$ cat src/rtl/spart_pkg.sv
// spart_pkg: shared SPART types and frame constants
package spart_pkg;
  typedef enum logic [1:0] {IDLE, START, DATA, STOP} state_t;
  localparam int OVERSAMPLE_DEF = 16;
  localparam int SAMP_MID = OVERSAMPLE_DEF / 2 - 1;
  localparam int SAMP_LAST = OVERSAMPLE_DEF - 1;
  localparam logic START_BIT = 1'b0;
  localparam logic STOP_BIT = 1'b1;
endpackage

$ cat src/rtl/spart_sync2.sv
// spart_sync2: two-flop synchronizer for an async input, resets to 1
module spart_sync2 (
  input  logic clk,
  input  logic rst,
  input  logic d,
  output logic q
);
  logic meta;
  always_ff @(posedge clk) begin
    if (rst) begin
      meta <= 1'b1;
      q <= 1'b1;
    end else begin
      meta <= d;
      q <= meta;
    end
  end
endmodule

$ cat src/rtl/spart_rx.sv
// spart_rx: oversampled 8N1 serial receiver with rda, framing and overrun status
module spart_rx
  import spart_pkg::*;
#(
  parameter int OVERSAMPLE = OVERSAMPLE_DEF,
  parameter int DATA_BITS = 8
) (
  input  logic                 clk,
  input  logic                 rst,
  input  logic                 rx_enable,
  input  logic                 rxd,
  input  logic                 read,
  output logic [DATA_BITS-1:0] rx_data,
  output logic                 rda,
  output logic                 frame_err,
  output logic                 overrun
);
  localparam int SW = $clog2(OVERSAMPLE);
  localparam int BW = DATA_BITS > 1 ? $clog2(DATA_BITS) : 1;
  localparam logic [SW-1:0] MID = SW'(OVERSAMPLE / 2 - 1);
  localparam logic [SW-1:0] LAST = SW'(OVERSAMPLE - 1);
  localparam logic [BW-1:0] BIT_LAST = BW'(DATA_BITS - 1);
  state_t state;
  logic [SW-1:0] samp_cnt;
  logic [BW-1:0] bit_cnt;
  logic [DATA_BITS-1:0] shift;
  logic rxd_s;
  spart_sync2 u_sync (.clk(clk), .rst(rst), .d(rxd), .q(rxd_s));
  // read clears first so a same-clk good completion overrides it
  always_ff @(posedge clk) begin
    if (rst) begin
      state <= IDLE;
      samp_cnt <= '0;
      bit_cnt <= '0;
      shift <= '0;
      rx_data <= '0;
      rda <= 1'b0;
      frame_err <= 1'b0;
      overrun <= 1'b0;
    end else begin
      if (read) begin
        rda <= 1'b0;
        overrun <= 1'b0;
      end
      if (rx_enable) begin
        case (state)
          IDLE: if (rxd_s == START_BIT) begin
            state <= START;
            samp_cnt <= '0;
          end
          START: begin
            samp_cnt <= samp_cnt + 1'b1;
            if (samp_cnt == MID) begin
              state <= rxd_s == START_BIT ? DATA : IDLE;
              samp_cnt <= '0;
              bit_cnt <= '0;
            end
          end
          DATA: begin
            samp_cnt <= samp_cnt + 1'b1;
            if (samp_cnt == LAST) begin
              shift <= {rxd_s, shift[DATA_BITS-1:1]};
              if (bit_cnt == BIT_LAST) state <= STOP;
              else bit_cnt <= bit_cnt + 1'b1;
            end
          end
          STOP: begin
            samp_cnt <= samp_cnt + 1'b1;
            if (samp_cnt == LAST) begin
              state <= IDLE;
              if (rxd_s == STOP_BIT) begin
                rx_data <= shift;
                frame_err <= 1'b0;
                rda <= 1'b1;
                overrun <= rda && !read;
              end else frame_err <= 1'b1;
            end
          end
        endcase
      end
    end
  end
endmodule

$ cat config.mk
export PLATFORM = sky130hd
export DESIGN_NAME = spart_rx
export DESIGN_NICKNAME = d
export VERILOG_FILES = /design/src/rtl/spart_pkg.sv /design/src/rtl/spart_sync2.sv /design/src/rtl/spart_rx.sv
export SDC_FILE = /design/constraint.sdc
export NUM_CORES = 1
export LEC_CHECK = 0
export ABC_AREA = 0
export BUFFER_PORTS_ARGS = -buffer_cell sky130_fd_sc_hd__buf_4
export CAP_MARGIN = 20
export CORE_MARGIN = 2
export CORE_UTILIZATION = 54
export DETAILED_ROUTE_END_ITERATION = 8
export PLACE_DENSITY = 0.75
export SYNTH_ARGS = -nofsm -noshare
export SYNTH_HDL_FRONTEND = slang
export SYNTH_SLANG_ARGS = --single-unit
$ cat constraint.sdc
create_clock -name clk -period 3.7 [get_ports clk]
set_clock_uncertainty 0.1 [all_clocks]
set_input_delay 0.74 -clock clk [delete_from_list [all_inputs] [get_ports clk]]
set_output_delay 0.74 -clock clk [all_outputs]
set_load 0.01 [all_outputs]
* Yosys cells after proc, flatten, opt, wreduce, memory -nomap -nowiden *
Index checks and enable logic that the tools add are counted.

storage, ports and cells
  bits in registers = 30
  logic and storage cells = 60

cells by class
  reduce and logical (&&, ||, !) cells = 11
  $add $sub $neg = 2
  eq/ne operators = 12
  mux-type cells = 25

operators with widths
  cell                   count
  $mux W2                6
  $ne A2 B2 Y1 const B   6
  $pmux W4 S3            1
  $mux W1                11
  $mux W3                3
  $mux W4                2
  $pmux W2 S4            1
  $pmux W3 S2            1
  $reduce_and A3 Y1      2
  $reduce_and A6 Y1      1
  $reduce_and A5 Y1      1
  $add A4 B1 Y4 const B  1
  $eq A2 B2 Y1 const B   2
  $eq A4 B3 Y1 const B   1
  $eq A4 B4 Y1 const B   1
  $reduce_and A4 Y1      1
  $add A3 B1 Y3 const B  1
  $eq A3 B3 Y1 const B   1
  $eq A2 B1 Y1 const B   1
  $logic_not A2 Y1       1
  $reduce_and A2 Y1      1
  $reduce_bool A2 Y1     1
  $reduce_or A2 Y1       1
  $logic_and A1 B1 Y1    1
  $logic_not A1 Y1       1

* Depth between registers and ports, before layout *
  word-level depth = 6
  depth in mapped cells = 6
  gate-level depth less buffers = 5

* Cells and area by module *
Synthesis repeated with hierarchy kept, for this count alone.

unflattened totals
  cell total of the unflattened synthesis = 134
  area, all modules = 1281.2 sq um

modules (own cells, without submodules)
  module       area each (sq um)  cells each  times used  sequential area each (sq um)
  spart_rx     1228.7             130         1           560.5
  spart_sync2  52.6               4           1           40.0

* Least setup slack after synthesis *
No wires, ideal clock.

  path type = input to register
  start = in rx_enable
  end = reg state[0]
  data arrival time = 1607 ps
  slack = 1902 ps
  setup time = 91 ps
  stages on the path = 4
  path buffers = 1
  data required time = 3509 ps
  cells stage by stage = buf_4 nand2_1 or4_1 a311oi_1

between the ends
  word-level cells in the longest chain between the ends = 1

RTL lines
  item                         line            source
  from (decl)                  spart_rx.sv:10  input logic rx_enable,
  $reduce_and A6 Y1 (no line)  -
  to (signal assigned)         spart_rx.sv:54  state <= rxd_s == START_BIT ? DATA : IDLE;
  to (decl)                    spart_rx.sv:23  state_t state;

Every way passes these cells.
A chain may end at the register's enable or synchronous reset.

* Worst setup path after layout *
  start = reg samp_cnt[0]
  end = reg bit_cnt[0]

between the ends
  word-level cells in the longest chain between the ends = 3

RTL lines
  item                                          line                            source
  from (decl)                                   spart_rx.sv:24                  logic [SW-1:0] samp_cnt;
  from (signal assigned)                        spart_rx.sv:52                  samp_cnt <= samp_cnt + 1'b1;
  from (signal assigned)                        spart_rx.sv:60                  samp_cnt <= samp_cnt + 1'b1;
  from (signal assigned)                        spart_rx.sv:68                  samp_cnt <= samp_cnt + 1'b1;
  $eq A4 B4 Y1 or $eq A4 B3 Y1 (tied branches)  spart_rx.sv:61, spart_rx.sv:53
  $ne A2 B2 Y1 (no line)                        -
  $reduce_and A5 Y1 (no line) *                 -
  to (signal assigned)                          spart_rx.sv:64                  else bit_cnt <= bit_cnt + 1'b1;
  to (decl)                                     spart_rx.sv:25                  logic [BW-1:0] bit_cnt;

Mark *: on every way between the ends. The rest lies on a longest branch, timed or not.

==> insert_results.sql <==
INSERT INTO impl_metrics (metric_group, metric, value, unit) VALUES
('detailed_routing', 'vias', '1197', ''),
('final_layout', 'finalNetCount', '178', ''),
('final_layout', 'drive_above_1_share', '0.152', ''),
('sta', 'layout_worst_path_cycle_share', '0.505', ''),
('clock_tree', 'htree_levels', '2', ''),
('floorplan', 'core_area', '2450', 'sq um'),
('synthesis', 'synth_warnings', '0', ''),
('synthesis', 'syn_avg_cell_area', '8.50', 'sq um'),
('grt', 'grt_max_degree', '32', ''),
('floorplan', 'design.die.area', '3000', 'sq um'),
('synthesis', 'ys_seq_elements', '30', ''),
('sta', 'final-hold-violation-count', '0', ''),
('clock_tree', 'cts.clk_slew.worst_paths', '0.09', 'ns'),
('sta', 'period_minus_slack', '1.87', 'ns'),
('synthesis', 'synth_async_sr_flop_share', '0', ''),
('sta', 'finalSetupViolations', '0', ''),
('critical_path', 'worstSetupStartpointType', 'flop', ''),
('floorplan', 'dieHeight', '54.8', 'um'),
('grt', 'initial_antenna_violation_count', '0', ''),
('grt', 'grt.total_usage', '0.217', ''),
('clock_tree', 'cts_post_setup_buffers_inserted', '0', ''),
('clock_tree', 'cts_hold_buffers', '0', ''),
('outcome', 'outcome', 'complete, no violations', ''),
('synthesis', 'synth_flop_cell', 'sky130_fd_sc_hd__dfxtp_1', ''),
('synthesis', 'post_synth_num_cell_types', '37', ''),
('clock_tree', 'insertion_delay', '0.34', 'ns'),
('flow_run', 'maxCapViolations', '0', ''),
('detailed_routing', 'dr.first_iter.drc_count', '26', ''),
('critical_path', 'data_required_critical_path', '3.84', 'ns'),
('place', 'number_of_buffers_inserted_by_port_buffering', '15', ''),
('floorplan', 'die-width', '54.8', 'um'),
('sta', 'max-slew-margin-rel', '0.711', ''),
('critical_path', 'critPathKind', 'reg -> reg', ''),
('grt', 'globalRoute.totalOverflow', '0', ''),
('place', 'dpl-instance-area', '1460', 'sq um'),
('worst_hold_path', 'hold_path.class', 'reg -> reg', ''),
('detailed_routing', 'drc', '0', ''),
('power_and_ir_drop', 'p_leak', '0.000550', 'uW'),
('floorplan', 'effective_utilization_at_floorplan', '0.568', ''),
('final_layout', 'finish.instance_area', '1520', 'sq um'),
('clock_tree', 'clock_sinks', '30', ''),
('synthesis', 'yosysSeqAreaShare', '0.431', ''),
('clock_tree', 'cts_repair_resize_count', '0', ''),
('detailed_routing', 'drt_pre_antenna_iters', '4', ''),
('grt', 'number_of_global_route_vias_before_repair', '946', ''),
('synthesis', 'synth-edff-count', '0', ''),
('detailed_routing', 'avgRoutedWirePerCell', '14.2', 'um'),
('floorplan', 'floorplan.rows', '18', ''),
('critical_path', 'worst-path-max-fanout', '13', ''),
('place', 'dp_hpwl', '1920', 'um'),
('clock_tree', 'numCtsBuffers', '5', ''),
('place', 'globalplace.congestion', '0.811', ''),
('critical_path', 'endpoint_kind', 'flop', ''),
('synthesis', 'synth.cell_area', '1390', 'sq um'),
('detailed_routing', 'route.antenna.remaining_nets', '0', ''),
('clock_tree', 'clock_path_buffers', '2', ''),
('synthesis', 'syn-num-nets', '172', ''),
('clock_tree', 'tritoncts', 'done', ''),
('grt', 'grt_first_pass_wirelength', '4400', 'um'),
('final_layout', 'diode_count', '0', ''),
('detailed_routing', 'vias_per_cell', '5.96', ''),
('power_and_ir_drop', 'power.ir.vdd_worst', '338', 'uV'),
('sta', 'totalNegativeSetupSlack', '0', 'ns'),
('sta', 'unrepaired_setup_endpoints_after_global_routing', 'false', ''),
('critical_path', 'crit_arrival', '2.01', 'ns'),
('sta', 'fmax', '535', 'MHz'),
('sta', 'worst_slew_pin_slew', '0.433', 'ns'),
('critical_path', 'setup.reg_to_reg.worst_slack', '1.83', 'ns'),
('power_and_ir_drop', 'pwr_density_cell', '366', 'nW/um^2'),
('clock_tree', 'clock-root-buffer', 'sky130_fd_sc_hd__clkbuf_4', ''),
('detailed_routing', 'routed_wirelength', '2850', 'um'),
('synthesis', 'synthCells', '164', ''),
('final_layout', 'area_growth', '9.25', '%'),
('sta', 'slew_violations', '0', ''),
('floorplan', 'num_io_pins', '16', '');
[cell families (layout without fill, tap and decap cells)]
logic type | Yosys count | after routing | synth area share
adders and majority gates | 3 | 3 | 0.0269
buffers and inverters | 22 | 29 | 0.0745
DFF | 30 | 30 | 0.431
AOI/OAI and AO/OA | 52 | 52 | 0.223
and+or+nand+nor | 54 | 54 | 0.224
muxes | 3 | 3 | 0.0215
[cell type report]
class                           count  area (sq um)
Fill cell                         217           932
Multi-Input combinational cell    112           689
Sequential cell                    30           601
Timing Repair Buffer               15           113
Clock buffer                        7          55.1
Tap cell                           30          37.5
Inverter                            6          22.5
Clock inverter                      1          5.00
[metal layers]
layer / track usage / wire, um
met1: 0.272 / 1300
met2: 0.321 / 1390
met3: 0.0574 / 106
met4: 0.150 / 56
met5: 0 / 0
[where the power goes]
group	internal, uW	switching (uW)
Sequential	325	3.79
Clock	91.9	117
Combinational	7.48	11.8
[Yosys cell counts, drive strengths merged (2+ instances only)]
cell type | instances | area, sq um
o31ai | 8 | 60.1
nand2 | 9 | 33.8
ha | 3 | 37.5
mux2i | 3 | 30.0
nor2 | 3 | 11.3
dfxtp | 30 | 601
nand4 | 9 | 56.3
clkbuf | 8 | 30.0
inv | 6 | 22.5
nand3b | 2 | 15.0
o21ai | 14 | 70.1
buf | 8 | 51.3
nand3 | 13 | 65.1
or2 | 3 | 18.8
a211oi | 2 | 15.0
a21oi | 22 | 110
and3b | 2 | 17.5
nor3 | 2 | 10.0
nor3b | 2 | 15.0
[metrics by stage]
| step | setup slack [ns] | instances | utilization | hold slack (ns) | power [uW] |
|---|---|---|---|---|---|
| 2_1_floorplan | 1.90 | 164 | - | 0.289 | 351 |
| 3_3_place_gp | 1.73 | 193 | 0.596 | 0.300 | 355 |
| 3_5_place_dp | 1.67 | 193 | 0.596 | 0.303 | 355 |
| 4_1_cts | 1.85 | 201 | 0.620 | 0.330 | 561 |
| 5_1_grt | 1.67 | 201 | 0.620 | 0.356 | 579 |
| 6_report | 1.83 | 201 | 0.620 | 0.329 | 557 |
[sequential cells by signal, indices dropped and copies added (netlist names), named ones only]
name,flops
bit_cnt,3
state,1
shift,8
frame_err,1
u_sync.q,1
u_sync.meta,1
rx_data,8
samp_cnt,4
overrun,1
rda,1
[worst paths after layout]
path	start	endpoint	cells after the start
setup / recovery	samp_cnt[0]$_SDFFE_PP0P_	bit_cnt[0]$_SDFFE_PP0P_	4
hold / removal	u_sync.meta$_SDFF_PP1_	u_sync.q$_SDFF_PP1_	1
setup reg to reg	samp_cnt[0]$_SDFFE_PP0P_	bit_cnt[0]$_SDFFE_PP0P_	4
hold reg to reg	u_sync.meta$_SDFF_PP1_	u_sync.q$_SDFF_PP1_	1
[cells in the final DEF, fill, tap and decap left out, types with 2 or more instances in the layout]
master,synthesis,layout
sky130_fd_sc_hd__and3b_1,2,2
sky130_fd_sc_hd__nand3b_1,2,2
sky130_fd_sc_hd__nand4_1,9,9
sky130_fd_sc_hd__a211oi_1,2,2
sky130_fd_sc_hd__clkbuf_4,0,5
sky130_fd_sc_hd__o21ai_0,13,13
sky130_fd_sc_hd__or2_2,3,3
sky130_fd_sc_hd__o31ai_1,8,8
sky130_fd_sc_hd__nor3_1,2,2
sky130_fd_sc_hd__inv_1,6,6
sky130_fd_sc_hd__nand2_1,9,9
sky130_fd_sc_hd__buf_4,2,15
sky130_fd_sc_hd__nor2_1,3,3
sky130_fd_sc_hd__ha_1,3,3
sky130_fd_sc_hd__nor3b_1,2,2
sky130_fd_sc_hd__mux2i_1,3,3
sky130_fd_sc_hd__a21oi_1,22,22
sky130_fd_sc_hd__nand3_1,13,13
sky130_fd_sc_hd__dfxtp_1,30,30
[critical path, stage by stage (launching register included)]
cell	delay, ns
sky130_fd_sc_hd__dfxtp_1	0.37
sky130_fd_sc_hd__ha_1	0.32
sky130_fd_sc_hd__and4_1	0.50
sky130_fd_sc_hd__a22oi_2	0.19
sky130_fd_sc_hd__a32o_1	0.29
Power figures use the tool's default switching activity.
